`src/rtl/ycbcr_share_arb.sv`:
```
// Two-source round-robin arbiter in front of one fixed-latency RGB->YCbCr converter.
// A tag pipeline follows each pixel through the converter and routes the result back.
module ycbcr_share_arb #(
   parameter int LAT   = 4,
   parameter int BURST = 8
) (
   input  logic        clk,
   input  logic        rst,
   input  logic        s0_valid,
   output logic        s0_ready,
   input  logic [23:0] s0_rgb,
   input  logic        s0_sof,
   input  logic        s1_valid,
   output logic        s1_ready,
   input  logic [23:0] s1_rgb,
   input  logic        s1_sof,
   output logic [7:0]  conv_r,
   output logic [7:0]  conv_g,
   output logic [7:0]  conv_b,
   output logic        conv_data_en,
   input  logic [7:0]  conv_y,
   input  logic [7:0]  conv_cb,
   input  logic [7:0]  conv_cr,
   input  logic        conv_data_en_o,
   output logic        m0_valid,
   output logic [23:0] m0_ycc,
   output logic        m0_sof,
   output logic        m1_valid,
   output logic [23:0] m1_ycc,
   output logic        m1_sof,
   input  logic        flush,
   output logic        flush_done,
   output logic        err_sync
);

   typedef enum logic [1:0] {IDLE, GRANT0, GRANT1} state_t;

   localparam int CNT_W = $clog2(BURST + 1);
   localparam logic [CNT_W-1:0] BURST_C = CNT_W'(BURST);

   state_t           state, state_nxt;
   logic [CNT_W-1:0] cnt, cnt_nxt, cnt_inc;
   logic             last, last_nxt;
   logic             xfer0, xfer1, xfer;
   logic             conv_src, conv_sof;
   logic [LAT-1:0]   tag_vld, tag_src, tag_sof;

   assign s0_ready = (state == GRANT0) && !flush;
   assign s1_ready = (state == GRANT1) && !flush;
   assign xfer0    = s0_valid && s0_ready;
   assign xfer1    = s1_valid && s1_ready;
   assign xfer     = xfer0 || xfer1;
   assign cnt_inc  = cnt + CNT_W'(xfer);

   // burst decisions use the count including this cycle's transfer
   always_comb begin
      state_nxt = state;
      cnt_nxt   = cnt_inc;
      last_nxt  = last;
      case (state)
         IDLE: begin
            cnt_nxt = '0;
            if (!flush) begin
               if (s0_valid && s1_valid) state_nxt = last ? GRANT0 : GRANT1;
               else if (s0_valid)        state_nxt = GRANT0;
               else if (s1_valid)        state_nxt = GRANT1;
            end
         end
         GRANT0: begin
            if (flush)                              state_nxt = IDLE;
            else if (s0_valid && cnt_inc < BURST_C) state_nxt = GRANT0;
            else if (s1_valid)                      state_nxt = GRANT1;
            else if (s0_valid)                      cnt_nxt   = '0;
            else                                    state_nxt = IDLE;
         end
         GRANT1: begin
            if (flush)                              state_nxt = IDLE;
            else if (s1_valid && cnt_inc < BURST_C) state_nxt = GRANT1;
            else if (s0_valid)                      state_nxt = GRANT0;
            else if (s1_valid)                      cnt_nxt   = '0;
            else                                    state_nxt = IDLE;
         end
         default: begin
            state_nxt = IDLE;
            cnt_nxt   = '0;
         end
      endcase
      if (state_nxt != state) cnt_nxt = '0;
      if (state_nxt == GRANT0 && state != GRANT0) last_nxt = 1'b0;
      if (state_nxt == GRANT1 && state != GRANT1) last_nxt = 1'b1;
   end

   always_ff @(posedge clk or posedge rst) begin
      if (rst) begin
         state <= IDLE;
         cnt   <= '0;
         last  <= 1'b1;
      end else begin
         state <= state_nxt;
         cnt   <= cnt_nxt;
         last  <= last_nxt;
      end
   end

   // converter launch stage
   always_ff @(posedge clk or posedge rst) begin
      if (rst) begin
         conv_data_en <= 1'b0;
         conv_r       <= '0;
         conv_g       <= '0;
         conv_b       <= '0;
         conv_src     <= 1'b0;
         conv_sof     <= 1'b0;
      end else begin
         conv_data_en <= xfer;
         if (xfer) begin
            {conv_r, conv_g, conv_b} <= xfer1 ? s1_rgb : s0_rgb;
            conv_src                 <= xfer1;
            conv_sof                 <= xfer1 ? s1_sof : s0_sof;
         end
      end
   end

   // tag pipeline, aligned with the converter's internal latency
   always_ff @(posedge clk or posedge rst) begin
      if (rst) begin
         tag_vld <= '0;
         tag_src <= '0;
         tag_sof <= '0;
      end else begin
         tag_vld[0] <= conv_data_en;
         tag_src[0] <= conv_src;
         tag_sof[0] <= conv_sof;
         for (int i = 1; i < LAT; i++) begin
            tag_vld[i] <= tag_vld[i-1];
            tag_src[i] <= tag_src[i-1];
            tag_sof[i] <= tag_sof[i-1];
         end
      end
   end

   // result demux stage
   always_ff @(posedge clk or posedge rst) begin
      if (rst) begin
         m0_valid <= 1'b0;
         m0_ycc   <= '0;
         m0_sof   <= 1'b0;
         m1_valid <= 1'b0;
         m1_ycc   <= '0;
         m1_sof   <= 1'b0;
         err_sync <= 1'b0;
      end else begin
         m0_valid <= tag_vld[LAT-1] && !tag_src[LAT-1];
         m1_valid <= tag_vld[LAT-1] &&  tag_src[LAT-1];
         if (tag_vld[LAT-1] && !tag_src[LAT-1]) begin
            m0_ycc <= {conv_y, conv_cb, conv_cr};
            m0_sof <= tag_sof[LAT-1];
         end
         if (tag_vld[LAT-1] && tag_src[LAT-1]) begin
            m1_ycc <= {conv_y, conv_cb, conv_cr};
            m1_sof <= tag_sof[LAT-1];
         end
         if (tag_vld[LAT-1] != conv_data_en_o) err_sync <= 1'b1;
      end
   end

   assign flush_done = flush && !rst && !conv_data_en && (tag_vld == '0);

endmodule
```
`config.mk`:
```
export PLATFORM = sky130hd
export DESIGN_NAME = ycbcr_share_arb
export DESIGN_NICKNAME = d
export VERILOG_FILES = /design/src/rtl/ycbcr_share_arb.sv
export SDC_FILE = /design/constraint.sdc
export NUM_CORES = 1
export LEC_CHECK = 0
export ABC_AREA = 0
export CAP_MARGIN = 0
export CORE_MARGIN = 8
export CORE_UTILIZATION = 39
export DETAILED_ROUTE_END_ITERATION = 6
export GPL_TIMING_DRIVEN = 0
export PLACE_DENSITY = 0.84
export SLEW_MARGIN = 20
export SYNTH_ARGS = -nofsm -noshare
export SYNTH_HDL_FRONTEND = slang
export SYNTH_SLANG_ARGS = --single-unit
```
`constraint.sdc`:
```
create_clock -name clk -period 2.78 [get_ports clk]
set_input_delay 0.278 -clock clk [delete_from_list [all_inputs] [get_ports clk]]
set_output_delay 0.278 -clock clk [all_outputs]
set_load 0.005 [all_outputs]
```
==> impl_metrics.env <==
export IMPL_status="finished, final reports clean"
export IMPL_synth_ff_latch_count=99
export IMPL_syn_cell_area_um2=4090
export IMPL_met2_usage=0.269
export IMPL_syn_mean_instance_area_um2=13.3
export IMPL_diodes=0
export IMPL_crit_fanout=11
export IMPL_dieArea_um2=14000
export IMPL_placed_cell_area_um2=5950
export IMPL_syn2layout_area_growth_pct=54.2
export IMPL_grt_overflow=0
export IMPL_grtUsageMet3=0.0595
export IMPL_synth_top_family_by_area="multiplexers"
export IMPL_avgViaCountPerCell=4.88
export IMPL_endpoint_kind="flop"
export IMPL_grt_max_degree=30
export IMPL_fin_worst_skew_ps=5.85
export IMPL_hold_viol_final=0
export IMPL_netlist_instances=308
export IMPL_post_route_min_period_ps=2640
export IMPL_placed_cells=607
export IMPL_drv_slew=0
export IMPL_synthTopCellsByCount="dfrtp_1 (98), mux2_2 (50), nand2_1 (29)"
export IMPL_via_count=3057
export IMPL_cts_buffer_depth=2
export IMPL_crit_arrival_ps=2910
export IMPL_die_w_um=118
export IMPL_clk_pin_slew_ps=90
export IMPL_post_place_ws_ps=-723
export IMPL_critPathLaunchType="input port"
export IMPL_fp_coreArea_um2=10200
export IMPL_leakagePower_nw=2.73
export IMPL_design_area_um2=6300
export IMPL_hpwl_um=8800
export IMPL_drtIter0Drc=121
export IMPL_synth_xor_area_frac=0.0104
export IMPL_hold_path_depth=0
export IMPL_postLayoutCoreUtil=0.616
export IMPL_numCtsBuffers=9
export IMPL_rrSetupSlack_ps=170
export IMPL_critPathMaxStageDelay_ps=610
export IMPL_drcViolationCount=0
export IMPL_rsz0062_at_grt="no"
export IMPL_yosysTopAreaCellShare=0.600
export IMPL_p_per_area_nw_per_um2=964
export IMPL_synth_compound_area_frac=0.0723
export IMPL_routed_wl_um=11200
export IMPL_setup_tns_ps=0
export IMPL_busiest_layer="met2"
export IMPL_dr_pass1_iters=4
export IMPL_r2r_start="state[0]"
export IMPL_grt_pass1_wl_um=18300
export IMPL_max_slew_margin=0.554
export IMPL_r2r_end="last"
export IMPL_fillers=788
export IMPL_antenna_found_initial=0
export IMPL_synthFlopType="dfrtp_1"
export IMPL_crit_type="in -> reg"
export IMPL_synth_edff_count=0
export IMPL_synthSimpleGateAreaFrac=0.0723
export IMPL_worstHoldStart="tag_src[0]"
export IMPL_io_pins=161
export IMPL_ctsHoldBuffers=0
export IMPL_setup_viol=0
export IMPL_path_cells="clkdlybuf4s50_1 > nor2b_4 > nand2_8 > o21ai_4 > ha_4 > nand3_4 > or3b_4 > a32oi_4 > a21oi_4 > buf_4 > nor3b_1 > a2bb2oi_1"
export IMPL_crit_path_top_delay_cell="clkdlybuf4s50_1"
export IMPL_gr_usage_met1=0.185
export IMPL_portBuffers=160
export IMPL_cts_root_buffer="clkbuf_8"
export IMPL_ant_nets=0
export IMPL_grt_pass1_vias=3474
export IMPL_finalCritPeriodShare=0.949
export IMPL_cap_violations=0
export IMPL_stdcell_count=627
export IMPL_ys_seq_area_frac=0.607
export IMPL_critical_path_top_delay_family="simple AND/OR/NAND/NOR gates"
export IMPL_max_vdd_ir_drop_uv=473
export IMPL_initial_core_util=0.399
export IMPL_max_freq_mhz=379
export IMPL_avgRoutedWirePerCell_um=17.9
export IMPL_tightest_slew_ps=667
export IMPL_die_h_um=118
export IMPL_required_ps=3050
export IMPL_yosysTopAreaCell="dfrtp_1"
export IMPL_synth_area_leaders="dfrtp_1 (60%), mux2_2 (14%), mux2i_1 (6.1%)"
export IMPL_synthArstFlopShare=1.00
export IMPL_grt_total_usage=0.162
export IMPL_nets=572
export IMPL_hold_end="tag_src[1]"
export IMPL_min_path_type="reg -> reg"
export IMPL_yosysWarnings=0
export IMPL_synth_most_common_cell="dfrtp_1"
export IMPL_worst_r2r_cell_count=12
export IMPL_synth_cell_types=43
export IMPL_synthAdderAreaFrac=0.0184
export IMPL_num_rows=37
export IMPL_worst_slack_ps=142
export IMPL_synth_nets=394
export IMPL_synth_mux_area_frac=0.199
export IMPL_cts_sinks=99
export IMPL_place_congestion=0.844
export IMPL_clock_latency_ps=350
export IMPL_cp_num_buf_inv=2
export IMPL_drive_gt1_frac=0.204
export IMPL_cts_htree_levels=3
export IMPL_tritoncts="done"
-- kinds of logic (layout without fill, tap and decap cells) --
family / Yosys count / in the layout
adders and majority gates: 6 / 6
xor gates and xnor gates: 4 / 4
DFF: 99 / 99
and+or+nand+nor: 57 / 57
AOI/OAI and AO/OA: 46 / 46
buffers and inverters: 21 / 204
muxes: 75 / 75
-- layer usage --
layer / wire, µm / part of all wire / vias up
li1: - / - / 1428
met1: 4600 / 0.41 / 1489
met2: 5420 / 0.48 / 124
met3: 968 / 0.086 / 16
met4: 224 / 0.020 / 0
met5: 0 / 0 / -
-- cell type report --
cell class	instances	area [µm²]	area share
Buffer	12	58.8	0.00934
Clock buffer	13	159	0.0252
Clock inverter	3	21.3	0.00338
Inverter	8	36.3	0.00576
Multi-Input combinational cell	188	1650	0.263
Sequential cell	99	2480	0.394
Tap cell	136	170	0.0270
Timing Repair Buffer	168	1720	0.273
-- per-stage QoR --
stage	power, mW	hold slack (ps)
3_3_place_gp	4.95	337
3_5_place_dp	5.11	336
6_report	6.07	355
2_1_floorplan	3.49	331
4_1_cts	6.03	359
5_1_grt	6.46	366
-- registers in the layout, summed over array words and instances (netlist names), 2 cells and up --
register	flops
tag_src	4
state	2
m0_ycc	24
cnt	4
conv_r	8
tag_vld	4
tag_sof	4
conv_g	8
m1_ycc	24
conv_b	8
-- report_power, final --
part,switching (mW),internal (mW),total [mW]
registers,0.353,2.11,2.46
clock network,0.469,0.378,0.847
logic,1.02,1.75,2.76
-- cell usage in the layout, fill, tap and decap left out, types with 3 or more instances in the layout --
| cell type | count |
|---|---|
| mux2i_1 | 25 |
| ha_1 | 4 |
| clkbuf_8 | 12 |
| clkdlybuf4s50_1 | 159 |
| mux2_2 | 50 |
| o21ai_0 | 26 |
| nor2_1 | 4 |
| clkbuf_1 | 11 |
| nand2b_1 | 7 |
| nor4_2 | 3 |
| inv_1 | 4 |
| a21o_1 | 3 |
| dfrtp_1 | 96 |
| buf_4 | 6 |
| nand2_1 | 28 |
| a21oi_1 | 4 |
-- worst max-delay path by stage --
| stage | startpoint | endpoint | slack, ps | cells after the start |
|---|---|---|---|---|
| after floorplan | state[1] | cnt[0] | 30 | 13 |
| after global placement | s0_valid | cnt[3] | -650 | 12 |
| after detailed placement | s0_valid | cnt[1] | -720 | 12 |
| after CTS | s0_valid | cnt[2] | 30 | 12 |
| after global routing | state[0] | cnt[2] | 20 | 11 |
| final | s0_valid | last | 140 | 12 |
-- worst reg2reg max path, cell delays in order, from the launching register on --
cell,delay (ps)
dfrtp_2,460
inv_4,100
ha_2,200
inv_2,90
o21ai_4,180
ha_4,170
nand3_4,100
or3b_4,420
a32oi_4,280
a21oi_4,120
buf_4,150
nor3b_1,130
a2bb2oi_1,140
-- what timing repair did --
item | 4_1_cts | 5_1_grt
buffers inserted | 4 | 1
setup endpoints to repair | 7 | 5
gates cloned | 0 | 0
resized for setup | 11 | 18
pin swaps | 6 | 6
(Power assumes the default switching activity.)
